`src/rtl/alu_pkg.sv`:
```
// Shared constants for the 8-bit ALU: data width and operation encodings.
package alu_pkg;

  localparam int unsigned DATA_W = 8;
  localparam int unsigned OP_W   = 4;

  // Operation select encodings; 4'hE and 4'hF are reserved.
  typedef enum logic [OP_W-1:0] {
    OP_ADD  = 4'h0,
    OP_SUB  = 4'h1,
    OP_MUL  = 4'h2,
    OP_DIV  = 4'h3,
    OP_AND  = 4'h4,
    OP_OR   = 4'h5,
    OP_XOR  = 4'h6,
    OP_NOR  = 4'h7,
    OP_NAND = 4'h8,
    OP_XNOR = 4'h9,
    OP_SHL1 = 4'hA,
    OP_SHR1 = 4'hB,
    OP_ROL1 = 4'hC,
    OP_ROR1 = 4'hD,
    OP_RSVE = 4'hE,
    OP_RSVF = 4'hF
  } op_e;

endpackage

```
`src/rtl/alu_core.sv`:
```
// Purely combinational ALU datapath: result, carry/borrow/shift-out and
// overflow/error flag for the current operands and operation.
module alu_core
  import alu_pkg::*;
(
  input  logic [DATA_W-1:0] i_a,
  input  logic [DATA_W-1:0] i_b,
  input  logic [OP_W-1:0]   i_op,
  output logic [DATA_W-1:0] o_result,
  output logic              o_carry,
  output logic              o_overflow
);

  logic [DATA_W:0]     w_sum;
  logic [DATA_W:0]     w_diff;
  logic [2*DATA_W-1:0] w_prod;
  logic [DATA_W-1:0]   w_quot;
  logic                w_div_zero;

  // Arithmetic kept one bit wider so the top bit is the carry / borrow.
  assign w_sum      = {1'b0, i_a} + {1'b0, i_b};
  assign w_diff     = {1'b0, i_a} - {1'b0, i_b};
  assign w_prod     = (2*DATA_W)'(i_a) * (2*DATA_W)'(i_b);
  assign w_div_zero = (i_b == '0);
  // Guard the divider so a zero divisor never reaches the '/' operator.
  assign w_quot     = w_div_zero ? '1 : (i_a / i_b);

  // Select result and flags for the requested operation.
  always_comb begin
    // NOTE: every output gets a default before the case so no path leaves
    // it unassigned; an unassigned path in always_comb infers a latch.
    o_result   = '0;
    o_carry    = 1'b0;
    o_overflow = 1'b0;
    case (op_e'(i_op))
      OP_ADD: begin
        o_result   = w_sum[DATA_W-1:0];
        o_carry    = w_sum[DATA_W];
        o_overflow = (i_a[DATA_W-1] == i_b[DATA_W-1]) &&
                     (w_sum[DATA_W-1] != i_a[DATA_W-1]);
      end
      OP_SUB: begin
        o_result   = w_diff[DATA_W-1:0];
        o_carry    = w_diff[DATA_W];  // borrow: set iff i_a < i_b
        o_overflow = (i_a[DATA_W-1] != i_b[DATA_W-1]) &&
                     (w_diff[DATA_W-1] != i_a[DATA_W-1]);
      end
      OP_MUL: begin
        o_result   = w_prod[DATA_W-1:0];
        o_carry    = |w_prod[2*DATA_W-1:DATA_W];
        o_overflow = |w_prod[2*DATA_W-1:DATA_W];
      end
      OP_DIV: begin
        o_result   = w_quot;
        o_overflow = w_div_zero;
      end
      OP_AND:  o_result = i_a & i_b;
      OP_OR:   o_result = i_a | i_b;
      OP_XOR:  o_result = i_a ^ i_b;
      OP_NOR:  o_result = ~(i_a | i_b);
      OP_NAND: o_result = ~(i_a & i_b);
      OP_XNOR: o_result = ~(i_a ^ i_b);
      OP_SHL1: begin
        o_result = {i_a[DATA_W-2:0], 1'b0};
        o_carry  = i_a[DATA_W-1];
      end
      OP_SHR1: begin
        o_result = {1'b0, i_a[DATA_W-1:1]};
        o_carry  = i_a[0];
      end
      OP_ROL1: begin
        o_result = {i_a[DATA_W-2:0], i_a[DATA_W-1]};
        o_carry  = i_a[DATA_W-1];
      end
      OP_ROR1: begin
        o_result = {i_a[0], i_a[DATA_W-1:1]};
        o_carry  = i_a[0];
      end
      default: ;  // reserved encodings keep the all-zero defaults
    endcase
  end

endmodule

```
`src/rtl/alu.sv`:
```
// 8-bit ALU top: combinational core followed by one output register stage
// with asynchronous active-low reset. Latency is exactly one clock.
module alu
  import alu_pkg::*;
(
  input  logic              clk,
  input  logic              rst,
  input  logic [DATA_W-1:0] in1,
  input  logic [DATA_W-1:0] in2,
  input  logic [OP_W-1:0]   op,
  output logic [DATA_W-1:0] out,
  output logic              carryout,
  output logic              overflow
);

  logic [DATA_W-1:0] w_result;
  logic              w_carry;
  logic              w_overflow;

  logic [DATA_W-1:0] r_out;
  logic              r_carry;
  logic              r_overflow;

  alu_core u_core (
    .i_a        (in1),
    .i_b        (in2),
    .i_op       (op),
    .o_result   (w_result),
    .o_carry    (w_carry),
    .o_overflow (w_overflow)
  );

  // Capture the core result every rising edge; reset clears without a clock.
  always_ff @(posedge clk or negedge rst) begin
    if (!rst) begin
      r_out      <= '0;
      r_carry    <= 1'b0;
      r_overflow <= 1'b0;
    end else begin
      // NOTE: non-blocking assignments in clocked blocks so every register
      // samples pre-edge values, independent of statement order.
      r_out      <= w_result;
      r_carry    <= w_carry;
      r_overflow <= w_overflow;
    end
  end

  assign out      = r_out;
  assign carryout = r_carry;
  assign overflow = r_overflow;

endmodule

```
`config.mk`:
```
export PLATFORM = sky130hd
export DESIGN_NAME = alu
export DESIGN_NICKNAME = d
export VERILOG_FILES = /design/src/rtl/alu_pkg.sv /design/src/rtl/alu_core.sv /design/src/rtl/alu.sv
export SDC_FILE = /design/constraint.sdc
export NUM_CORES = 1
export LEC_CHECK = 0
export CORE_UTILIZATION = 68
export DETAILED_ROUTE_END_ITERATION = 8
export PLACE_DENSITY = 0.89
export SLEW_MARGIN = 20
export SYNTH_ARGS = -nofsm -noshare
export SYNTH_HDL_FRONTEND = slang
export SYNTH_HIERARCHICAL = 1
export SYNTH_SLANG_ARGS = --single-unit
export TNS_END_PERCENT = 5
```
`constraint.sdc`:
```
create_clock -name clk -period 1 [get_ports clk]
set_input_delay 0.2 -clock clk [delete_from_list [all_inputs] [get_ports clk]]
set_output_delay 0.2 -clock clk [all_outputs]
set_load 0.1 [all_outputs]
```
==> metrics, run 1 <==
Ports=32; Rows=32; Run Error=[ERROR DPL-0033] detailed placement checks failed during check placement.; Final Wtd Congestion=1.12; Die H=91.8 um; Cell variety after synth=65; syn_nets=881; synthesized area=5480 sq um; adder-cell share of the synthesized area=36.5%; Die W=91.8 um; Post-Synth XOR/XNOR Area=3.83%; Initial Util=70.6%; post-synthesis mux area share=5.34%; Synth Area in Compound Gates=23.9%; # port buffers=31; cell count after synthesis=~720; Post-synth top flop=dfrtp_1; YS warnings=6; register area share after synthesis=4.56%; Post-Synth Simple-Gate Area=18.2%; status=stopped before the end; dpl hpwl=21,600 um; main combinational cell family by area after synthesis=adder cells; Mean Syn Cell Area=between 7 and 8 sq um; Failed at=detailed placement (3_5_place_dp); number of synthesized flops with an enable pin=0; register bit total from synthesis=10; Post-synth ARST share=100%
kinds of logic after synthesis:
group	count (synthesis)
adder cells (fa/ha/maj)	137
AO/OA/AOI/OAI	195
flip-flops	10
multiplexers	24
buffers and inverters	113
AND/OR/NAND/NOR	219
XOR/XNOR	24
through the flow:
step,setup WS (ns),area [sq um]
3_3_place_gp,-8.10,7630
2_1_floorplan,-7.71,5610
Yosys cell counts, types with 4 or more instances:
cell type,n,share of area [%]
o22ai_1,10,1.1
nor3_1,13,1.2
o211ai_1,9,1.2
a31oi_1,8,0.91
ha_1,99,23
a21o_1,10,1.4
a22oi_1,8,1.1
mux2_2,8,1.6
clkbuf_1,22,1.5
inv_1,76,5.2
mux2i_1,12,2.2
nor4_1,5,0.57
dfrtp_1,10,4.6
and3_1,5,0.57
nor2_1,92,6.3
xor2_1,7,1.1
or3_1,4,0.46
xnor2_1,17,2.7
nand2_1,51,3.5
o2111ai_1,5,0.80
a21oi_1,36,3.3
o21a_1,13,1.8
nand2b_1,10,1.1
o221ai_1,5,0.80
fa_1,38,14
o21ai_0,40,3.7
clkinv_1,10,0.68
nor2b_1,5,0.57
nand3_1,17,1.6
a211oi_1,9,1.2
and2_1,4,0.46
o31ai_1,4,0.55
==> run 2, diff against run 1 <==
--- a/config.mk
+++ b/config.mk
@@ -5,9 +5,9 @@
 export SDC_FILE = /design/constraint.sdc
 export NUM_CORES = 1
 export LEC_CHECK = 0
-export CORE_UTILIZATION = 68
+export CORE_UTILIZATION = 40
 export DETAILED_ROUTE_END_ITERATION = 8
-export PLACE_DENSITY = 0.89
+export PLACE_DENSITY_LB_ADDON = 0.15
 export SLEW_MARGIN = 20
 export SYNTH_ARGS = -nofsm -noshare
 export SYNTH_HDL_FRONTEND = slang
==> run 2 against run 1 <==
Compared with the run above:
- the flow now finishes, with violations (setup timing)
- synthesized area unchanged
- synthesized cell count did not move
==> metrics, run 2 <==
CP peak stage delay=0.36 ns; Max Fclk=roughly 0.11 GHz; CP most frequent cell=o21a_1; slew margin rel.=between 70% and 80%; Yosys top cell area share=22.6% (unchanged); Clock Sinks=10; Largest register FFs=8; vias in the first global route=approximately 6,400; highest-count cells in the layout ignoring fill and taps=buf_4 (231), ha_1 (92), nor2_1 (84); Crit path required time=1.13 ns; Total GRT Usage=29.3%; register bit total from synthesis=10 (unchanged); syn_nets=881 (unchanged); DRC errors left=0; YS warnings=6 (unchanged); Util after Layout=62.1%; clk buf depth=2; Hold Path Class=in2async; Vias/cell=5.58; Max Cap Viol=0; Final #Nets=roughly 1,100; largest net degree at the start of global routing=15; startpoint types=primary input; Post-Synth XOR/XNOR Area=3.83% (unchanged); synthesized area=5480 sq um (unchanged); Avg WL per Cell=17.8 um; crit path setup slack, layout=-7.97 ns; DR top layer=met4; drt total wl=just over 20,000 um; cell count after synthesis=722 (unchanged); via count=6,409; root buf cell=clkbuf_16; share of layout cells above drive strength 1=34.5%; WL met2=9530 um; top cells by count, synth=ha_1 (99), nor2_1 (92), inv_1 (76); final period utilization=897%; Synth Area in Compound Gates=23.9% (unchanged); crit path capture type=register; RSZ-0062 raised after global routing=yes; Tightest Pin Transition=~0.44 ns; final number of setup-violating endpoints=20; H-tree levels=1; Post-Synth Simple-Gate Area=18.2% (unchanged); CP delay by family, top=compound AO/OA/AOI/OAI gates; Mean Syn Cell Area=7.60 sq um (unchanged); CTS hold repair buffers=0; commonest non-fill, non-tap cell in the layout=buf_4; met3 wire len=1320 um; die footprint=~14,000 sq um; Initial Util=41.2% (-29 points); design area=8260 sq um; DR iter-0 viols=565; CTS tree=yes; Crit Path Max Fanout=6; Rows=42 (+31%); fin. max-slew vios=0; Post-synth top flop=dfrtp_1; antenna violations before repair=0; post-synthesis mux area share=5.34% (unchanged); M1 wire length=8640 um; synthesis-to-finish area growth=50.7%; # port buffers=31 (unchanged); worst path bufs/invs=4; failing checks=setup timing; register area share after synthesis=4.56% (unchanged); critical path data arrival time=9.10 ns; number of synthesized flops with an enable pin=0 (unchanged); DP Cell Count=between 1,000 and 1,500; clk slew on worst S/H paths=0.05 ns; adder-cell share of the synthesized area=36.5% (unchanged); Die H=119 um (+30%); Pwr Density=1150 nW/um^2; n_diodes=0; dpl hpwl=16,900 um (-22%); main combinational cell family by area after synthesis=adder cells; Ports=32 (unchanged); hold slack=0.258 ns; Die W=119 um (+30%); final non-filler cell total=1,148; leakage power=4.05 nW; Worst path slowest cell=a211oi_4; dpl cell area=7810 sq um; total gr overflow=0; Post-synth ARST share=100% (unchanged); first-pass GRT wire length=32,900 um; top-count cell post-synth=ha_1; Core ar.=between 10,000 and 15,000 sq um; Routed Antenna Nets=0; Area contributors post-synth=ha_1 (23%), fa_1 (14%), nor2_1 (6.3%); Cell variety after synth=65 (unchanged); Num CTS Buffers=3; VDD IR-drop max=0.000986 V; most area-hungry cell type in the Yosys netlist=ha_1; 1st-pass router iterations=5; status=finished with violations; Fin. Hold Viols=0; WS Path Type=in2reg; final worst path period need=8.97 ns; Final Wtd Congestion=1.00 (-10%)
[run 2: metrics by stage]
stage / worst slack, ns / TNS [ns] / power (mW)
2_1_floorplan: -7.71 / -42.87 / 5.12
3_3_place_gp: -8.19 / -51.24 / 7.92
3_5_place_dp: -8.64 / -53.03 / 8.12
4_1_cts: -7.81 / -45.67 / 9.30
5_1_grt: -8.47 / -49.30 / 10.3
6_report: -7.97 / -46.54 / 9.47
[run 2: logic make-up after synthesis]
family | Yosys count
xor+xnor | 24
simple gates | 219
fa+ha+maj | 137
mux | 24
flops | 10
compound gates | 195
buf+inv | 113
[run 2: final cells by class]
type | count | area [sq um]
Clock buffer | 4 | 88.8
Fill cell | 1182 | 5030
Inverter | 87 | 329
Multi-Input combinational cell | 599 | 5130
Sequential cell | 10 | 250
Tap cell | 176 | 220
Timing Repair Buffer | 272 | 2250
[run 2: power by group]
part	switching [mW]	internal [mW]	leakage, nW
Clock	0.232	0.606	0.0442
Combinational	4.23	3.87	3.89
Sequential	0.0540	0.471	0.122
[run 2: per-layer routing]
layer,vias to the layer above,global-route usage (%)
li1,3062,-
met1,3037,37.6
met2,248,49.2
met3,62,3.02
met4,0,13.7
met5,-,0
[run 2: path summary, 6_finish.rpt]
path                          end  cells past startpoint  slack, ns    from
min in group clk           out[1]                      4       0.74  in1[0]
max in group asynchronous  out[4]                      2       0.58     rst
max                        out[0]                     50      -7.97  in2[5]
min                        out[1]                      2       0.26     rst
[run 2: repair_timing]
action / CTS / global route
setup endpoints to repair: 20 / 20
gates cloned: 0 / 0
buffers inserted: 11 / 6
resized for setup: 63 / 32
hold endpoints to repair: 0 / 0
pin swaps: 38 / 37
(Power assumes the default switching activity.)
